--- src/rtl/intersection_scheduler.sv ---
// intersection_scheduler
//   Two-approach (North-South / East-West) traffic controller. Car-detect
//   requests are latched into pending bits. Green is granted round-robin
//   between the approaches, with minimum/maximum green, fixed yellow and a
//   minimum all-red clearance. force_red drives the junction to all-red as fast
//   as the yellow interval allows.
// Ports
//   clk        in   rising-edge clock
//   reset      in   asynchronous, active-low reset
//   ns_car     in   car present on the North-South approach (level)
//   ew_car     in   car present on the East-West approach (level)
//   force_red  in   override: yield green, hold all-red while asserted
//   ns_light   out  NS light code (0 RED, 1 GREEN, 2 YELLOW), registered
//   ew_light   out  EW light code, registered
//   phase_done out  one-cycle pulse after each YELLOW->ALL_RED transition
//   serving_ns out  1 while NS is GREEN or YELLOW
module intersection_scheduler #(
  parameter int unsigned MIN_GREEN   = 4,
  parameter int unsigned MAX_GREEN   = 12,
  parameter int unsigned YELLOW_TIME = 3,
  parameter int unsigned ALLRED_TIME = 2,
  parameter int unsigned TW          = 4
) (
  input  logic       clk,
  input  logic       reset,
  input  logic       ns_car,
  input  logic       ew_car,
  input  logic       force_red,
  output logic [1:0] ns_light,
  output logic [1:0] ew_light,
  output logic       phase_done,
  output logic       serving_ns
);

  typedef enum logic [2:0] {
    ALL_RED,
    NS_GREEN,
    NS_YELLOW,
    EW_GREEN,
    EW_YELLOW
  } state_e;

  localparam logic [TW-1:0] MIN_G_LAST  = TW'(MIN_GREEN - 1);
  localparam logic [TW-1:0] MAX_G_LAST  = TW'(MAX_GREEN - 1);
  localparam logic [TW-1:0] YEL_LAST    = TW'(YELLOW_TIME - 1);
  localparam logic [TW-1:0] ALLRED_LAST = TW'(ALLRED_TIME - 1);

  localparam logic [1:0] L_RED    = 2'd0;
  localparam logic [1:0] L_GREEN  = 2'd1;
  localparam logic [1:0] L_YELLOW = 2'd2;

  state_e        state_q, state_d;
  logic [TW-1:0] timer_q, timer_d;
  logic          ns_pend_q, ns_pend_d;
  logic          ew_pend_q, ew_pend_d;
  logic          last_ns_q, last_ns_d;
  logic [1:0]    ns_light_q, ew_light_q;
  logic          phase_done_q, serving_ns_q;

  function automatic logic [1:0] ns_code(input state_e s);
    case (s)
      NS_GREEN:  ns_code = L_GREEN;
      NS_YELLOW: ns_code = L_YELLOW;
      default:   ns_code = L_RED;
    endcase
  endfunction

  function automatic logic [1:0] ew_code(input state_e s);
    case (s)
      EW_GREEN:  ew_code = L_GREEN;
      EW_YELLOW: ew_code = L_YELLOW;
      default:   ew_code = L_RED;
    endcase
  endfunction

  always_comb begin
    state_d   = state_q;
    last_ns_d = last_ns_q;
    case (state_q)
      ALL_RED: begin
        if (timer_q >= ALLRED_LAST && !force_red) begin
          if (ns_pend_q && ew_pend_q) begin
            // Round-robin: the approach not served last wins the tie.
            state_d   = last_ns_q ? EW_GREEN : NS_GREEN;
            last_ns_d = !last_ns_q;
          end else if (ns_pend_q) begin
            state_d   = NS_GREEN;
            last_ns_d = 1'b1;
          end else if (ew_pend_q) begin
            state_d   = EW_GREEN;
            last_ns_d = 1'b0;
          end
        end
      end
      NS_GREEN: begin
        if (force_red ||
            (ew_pend_q && timer_q >= MIN_G_LAST && !ns_car) ||
            (ew_pend_q && timer_q >= MAX_G_LAST))
          state_d = NS_YELLOW;
      end
      EW_GREEN: begin
        if (force_red ||
            (ns_pend_q && timer_q >= MIN_G_LAST && !ew_car) ||
            (ns_pend_q && timer_q >= MAX_G_LAST))
          state_d = EW_YELLOW;
      end
      NS_YELLOW, EW_YELLOW: begin
        if (timer_q == YEL_LAST) state_d = ALL_RED;
      end
      default: state_d = ALL_RED;
    endcase

    // Clearing on entry to green wins over a request seen in the same cycle.
    if (state_d == NS_GREEN && state_q != NS_GREEN) ns_pend_d = 1'b0;
    else ns_pend_d = ns_pend_q | (ns_car && state_q != NS_GREEN);

    if (state_d == EW_GREEN && state_q != EW_GREEN) ew_pend_d = 1'b0;
    else ew_pend_d = ew_pend_q | (ew_car && state_q != EW_GREEN);

    if (state_d != state_q)  timer_d = '0;
    else if (timer_q == '1)  timer_d = timer_q;
    else                     timer_d = timer_q + 1'b1;
  end

  // Outputs are decoded from the next state so the registered lights line up
  // with the state register cycle for cycle.
  always_ff @(posedge clk or negedge reset) begin
    if (!reset) begin
      state_q      <= ALL_RED;
      timer_q      <= '0;
      ns_pend_q    <= 1'b0;
      ew_pend_q    <= 1'b0;
      last_ns_q    <= 1'b0;
      ns_light_q   <= L_RED;
      ew_light_q   <= L_RED;
      phase_done_q <= 1'b0;
      serving_ns_q <= 1'b0;
    end else begin
      state_q      <= state_d;
      timer_q      <= timer_d;
      ns_pend_q    <= ns_pend_d;
      ew_pend_q    <= ew_pend_d;
      last_ns_q    <= last_ns_d;
      ns_light_q   <= ns_code(state_d);
      ew_light_q   <= ew_code(state_d);
      phase_done_q <= (state_q == NS_YELLOW || state_q == EW_YELLOW) &&
                      (state_d == ALL_RED);
      serving_ns_q <= (state_d == NS_GREEN) || (state_d == NS_YELLOW);
    end
  end

  assign ns_light   = ns_light_q;
  assign ew_light   = ew_light_q;
  assign phase_done = phase_done_q;
  assign serving_ns = serving_ns_q;

endmodule

--- config.mk ---
export PLATFORM = sky130hd
export DESIGN_NAME = intersection_scheduler
export DESIGN_NICKNAME = d
export VERILOG_FILES = /design/src/rtl/intersection_scheduler.sv
export SDC_FILE = /design/constraint.sdc
export NUM_CORES = 1
export LEC_CHECK = 0
export CAP_MARGIN = 5
export CORE_AREA = 2 2 46 48
export DETAILED_ROUTE_END_ITERATION = 6
export DIE_AREA = 0 0 48 50
export GPL_TIMING_DRIVEN = 1
export HOLD_SLACK_MARGIN = 0.15
export PLACE_DENSITY_LB_ADDON = 0.25
export SYNTH_ARGS = -nofsm -noshare
export SYNTH_HDL_FRONTEND = slang
export SYNTH_SLANG_ARGS = --single-unit
--- constraint.sdc ---
create_clock -name clk -period 2 [get_ports clk]
set_input_delay 0.4 -clock clk [delete_from_list [all_inputs] [get_ports clk]]
set_output_delay 0.4 -clock clk [all_outputs]
set_load 0.05 [all_outputs]
* Yosys cells after proc, flatten, opt, wreduce, memory -nomap -nowiden *
Cells that the tools add are included.
Widths: inputs -> output; s select.

cells by class
  order comparisons = 3
  $add $sub $neg = 1
  shifts and indexed selects = 0
  $mul = 0
  reductions and logical operators = 28
  equal/unequal tests = 14
  mux-type cells = 18
  div/mod/pow operators = 0
  bitwise operators = 2

operator list
  cell                 number
  $mux 3               7
  $logic_and 1x1->1    13
  $eq 3x2->1 const B   4
  $pmux 3 s4           1
  $mux 4               2
  $pmux 2 s2           2
  $eq 3x1->1 const B   2
  $eq 3x3->1 const B   2
  $logic_not 3->1      2
  $logic_or 1x1->1     6
  $mux 1               5
  $add 4x1->4 const B  1
  $eq 4x2->1 const B   1
  $eq 4x4->1 const B   1
  $ge 4x1->1 const B   1
  $ge 4x2->1 const B   1
  $ge 4x4->1 const B   1
  $logic_not 1->1      4
  $ne 3x1->1 const B   1
  $ne 3x2->1 const B   1
  $ne 3x3->1           1
  $reduce_and 3->1     1
  $reduce_bool 3->1    1
  $mux 2               1
  3 further kinds      4

storage, ports and cells
  word-level logic and storage cells = 75
  input bits = 5
  bits in writable memories = 0
  bits in latches = 0
  memory bits (read-only) = 0
  output and inout port bits = 6
  memories = 0
  register bits after elaboration = 16

* Depth between registers and ports, before layout *
  depth after elaboration = 10
  mapped depth = 6
  depth with buffers taken out = 6

* Least setup slack after synthesis *
Ideal clock, no wire load.

  kind = reg2reg
  start = register timer_q[0]
  end = register timer_q[0]
  library setup time = 94 ps
  data arrival time = 1645 ps
  period minus slack after synthesis = 1739 ps
  stages on the path, launching flop included = 6
  buffers on the path = 0
  slack = 261 ps
  data required time = 1906 ps
  cells stage by stage = dfrtp_1 ha_1 or2_1 a311oi_1 nand3_1 a211oi_1

on the way
  longest elaborated chain between the ends = 9
  elaborated cells between the ends (all ways) = 26
  classes of those cells = add/sub: 1; order compare: 3; eq/ne: 4; mux: 7; reduce/logical: 11

RTL lines
  item                                                       RTL line  source
  from (decl)                                                53        logic [TW-1:0] timer_q, timer_d;
  from (signal assigned)                                     140       timer_q <= timer_d;
  $ge 4x2->1                                                 97, 103
  $logic_and 1x1->1, on equally long branches (2 in series)  103, 97
  $logic_or 1x1->1, on equally long branches                 102, 96
  $logic_or 1x1->1, on equally long branches                 103, 97
  $mux 3, on equally long branches                           102, 96
  $pmux 3 s4                                                 79        case (state_q)
  $ne 3x3->1                                                 120       if (state_d != state_q) timer_d = '0;
  $ne 2x2->1 (no line) or $mux 4 (tied branches)             -

Several ways; a longest one is shown, not always the timed one. The select of a mux whose other input is x is not followed.
A chain may end at the register's enable or synchronous reset.

* Final worst setup path *
Same ends and word-level chain as after synthesis.

==> impl_metrics.sql <==
INSERT INTO impl_metrics (metric_group, metric, value, unit) VALUES
('run_status', 'status', 'finished, final reports clean', ''),
('placed_design', 'dp_slack', '0.0249', 'ns'),
('floorplanning', 'width_of_the_die', '48', 'um'),
('routing', 'first_pass_iters', '4', ''),
('power', 'cellLeakagePower', '0.000524', 'uW'),
('sta', 'fmax', '0.535', 'GHz'),
('placed_design', 'globalplace.congestion', '0.859', ''),
('clock_tree', 'clk_root_buffer_cell', 'clkbuf_4', ''),
('power', 'power.ir.vdd_worst', '704', 'uV'),
('sta', 'slew_violations', '0', ''),
('setup_path', 'critical-path-slowest-cell', 'dfrtp_1', ''),
('sta', 'post_route_fraction_of_the_period_consumed_by_the_critical_path', '93.5', '%'),
('sta', 'finalSetupViolations', '0', ''),
('yosys', 'synth.yosys.seq_area_share', '44.6', '%'),
('cells_and_area', 'area.growth.synth_to_final', '23.1', '%'),
('yosys', 'synth.lib_cells_used.distinct', '38', ''),
('setup_path', 'worst_setup_path_end_kind', 'flip-flop', ''),
('cells_and_area', 'filler_cell_count', '175', ''),
('routing', 'drt_iter0_markers', '17', ''),
('sta', 'clock-skew-final', '0.0110', 'ns'),
('yosys', 'synth-warning-count', '0', ''),
('routing', 'wirelength', '1840', 'um'),
('floorplanning', 'io_pins', '11', ''),
('setup_path', 'critical_path_class', 'flip-flop to flip-flop', ''),
('setup_path', 'timing.critical_path.arrival', '2.07', 'ns'),
('setup_path', 'worstPathMaxFanout', '5', ''),
('clock_tree', 'cts_buffers', '3', ''),
('setup_path', 'critPathMaxStageDelay', '0.45', 'ns'),
('yosys', 'yosys-top-cells-area', 'dfrtp_1 45%, ha_1 5.6%, a211oi_1 3.3%, nand2_1 2.5%, a211oi_4 2.2%', ''),
('cells_and_area', 'final-seq-area', '400', 'um^2'),
('power', 'pwr_density_cell', '1560', 'nW/um^2'),
('yosys', 'synth_fp_nets', '97', ''),
('cells_and_area', 'layout.nets', '114', ''),
('grt', 'vias_in_the_first_global_route', '713', ''),
('yosys', 'flop_and_latch_count_out_of_synthesis', '16', ''),
('sta', 'worst-slew-pin-transition', '0.502', 'ns'),
('sta', 'final_hold_slack', '0.419', 'ns'),
('yosys', 'synth_top_area_cell', 'dfrtp_1', ''),
('yosys', 'yosysTopAreaCellShare', '44.6', '%'),
('routing', 'route.detailed.drc', '0', ''),
('setup_path', 'reg2regPathDepth', '5', ''),
('placed_design', 'place.port_buffers', '10', ''),
('floorplanning', 'placeableCoreArea', '1900', 'um^2'),
('sta', 'timing.final.ws_setup', '0.131', 'ns'),
('routing', 'ant_nets', '0', ''),
('yosys', 'synthCells', '88', ''),
('floorplanning', 'start_util', '47.2', '%'),
('floorplanning', 'fp.dieArea', '2400', 'um^2'),
('setup_path', 'regToRegStartpoint', 'timer_q[0]', ''),
('floorplanning', 'fp.dieH', '50', 'um'),
('setup_path', 'setup.reg_to_reg.worst_slack', '0.13', 'ns'),
('run', 'drv.max_cap_violation_count', '0', ''),
('routing', 'num_vias', '718', ''),
('sta', 'final-hold-violation-count', '0', ''),
('yosys', 'synth-edff-count', '0', ''),
('setup_path', 'cp.buffers_inverters', '0', ''),
('sta', 'setup_total_negative_slack', '0', 'ns'),
('setup_path', 'cp-start-kind', 'flip-flop', ''),
('setup_path', 'cpLargestDelayFamily', 'compound AO/OA/AOI/OAI gates', ''),
('sta', 'slew-limit-headroom', '66.4', '%'),
('routing', 'vias_per_instance', '5.48', ''),
('placed_design', 'dpl.hpwl', '1390', 'um'),
('yosys', 'ys_dominant_reg_cell', 'dfrtp_1', ''),
('floorplanning', 'row_count', '16', ''),
('cells_and_area', 'multi_input_comb_area', '472', 'um^2'),
('setup_path', 'critical-path-top-cell-by-count', 'a211oi_1', ''),
('yosys', 'synth_area_per_cell', '10.2', 'um^2'),
('setup_path', 'reg_to_reg_endpoint', 'timer_q[0]', ''),
('clock_tree', 'numClockSinks', '16', ''),
('grt', 'antenna_found_initial', '0', ''),
('clock_tree', 'clock_tree.htree_level_count', '1', '');
[power breakdown]
group	leakage, uW	internal [uW]	switching [uW]
sequential	0.000203	452	141
clock	0.0000210	111	105
combinational	0.000301	376	538
[layout make-up]
class	count	area share, %
Inverter	5	1.70
Tap cell	27	3.05
Multi-Input combinational cell	63	42.6
Sequential cell	16	36.2
Timing Repair Buffer	16	13.1
Clock buffer	4	3.28
[layer usage]
| layer | vias to the layer above | routed length (um) | global-route usage, % |
|---|---|---|---|
| met5 | - | 0 | 0 |
| met4 | 0 | 14 | 7.21 |
| met3 | 2 | 61 | 3.30 |
| met2 | 16 | 915 | 28.0 |
| met1 | 347 | 853 | 24.0 |
| li1 | 353 | - | - |
[worst max path at each step]
| stage | cells past startpoint | slack (ns) | start | to |
|---|---|---|---|---|
| finish | 5 | 0.13 | timer_q[0] | timer_q[0] |
| global route | 5 | 0.02 | timer_q[0] | timer_q[0] |
| CTS | 5 | 0.05 | timer_q[0] | timer_q[0] |
| detailed placement | 5 | 0.02 | ew_car | timer_q[0] |
| global placement | 5 | 0.09 | ew_car | timer_q[0] |
| floorplan | 5 | 0.26 | timer_q[0] | timer_q[0] |
[logic make-up (layout without fill, tap and decap cells)]
logic type | Yosys count | count (layout) | share of synthesized area (%)
mux | 2 | 2 | 2.23
fa+ha+maj | 4 | 4 | 5.57
xor+xnor | 2 | 2 | 1.95
compound gates | 22 | 22 | 20.8
simple gates | 33 | 33 | 20.8
flops | 16 | 16 | 44.6
buf+inv | 9 | 25 | 4.18
[registers in the layout, summed over array words and instances, names as in the netlist]
| name | flops |
|---|---|
| timer_q | 4 |
| ew_pend_q | 1 |
| serving_ns | 1 |
| ew_light | 2 |
| phase_done | 1 |
| ns_light | 2 |
| state_q | 3 |
| last_ns_q | 1 |
| ns_pend_q | 1 |
[cells in the final DEF (no fill, tap or decap), types with 2 or more instances in the layout]
master	instances
dfrtp_1	16
clkdlybuf4s50_1	10
nand2_1	6
buf_4	6
inv_1	5
nor2_1	5
a21oi_1	4
a211oi_1	4
ha_1	4
nand2b_1	3
nand3_1	3
nor3_1	3
clkbuf_4	3
nor2b_1	2
nand4_1	2
a21o_1	2
o211ai_1	2
mux2i_1	2
[per-stage QoR]
step / total power [uW] / utilization (%) / instances / area [um^2]
after CTS: 1720 / 57.6 / 131 / 1090
final: 1720 / 58.2 / 131 / 1110
after floorplan: 1230 / - / 88 / 898
after detailed placement: 1500 / 55.7 / 127 / 1060
after global placement: 1470 / 55.7 / 127 / 1060
after global routing: 1840 / 58.2 / 131 / 1110
[Yosys cell counts, drive strengths merged (2+ instances only)]
library cell	n
nor3	3
nor2	5
a21oi	4
buf	2
nand2	6
inv	5
or2	2
nand4	2
nand3	4
clkbuf	2
o211ai	3
dfrtp	16
ha	4
a21o	2
nor2b	2
mux2i	2
a211oi	5
nand2b	3
[worst register-to-register path: cells and delay by family (launching register included)]
family	cells	cell delay, ns
AOI/OAI and AO/OA	3	0.75
DFF	1	0.45
adders and majority gates	1	0.26
and+or+nand+nor	1	0.32
[what timing repair did]
action / in CTS / in global routing
endpoints found under the setup margin: 0 / 6
endpoints found under the hold margin: 0 / 0
buffers inserted: 0 / 0
gates resized for setup: 0 / 2
hold buffers: 0 / 0
(Power assumes the default switching activity.)
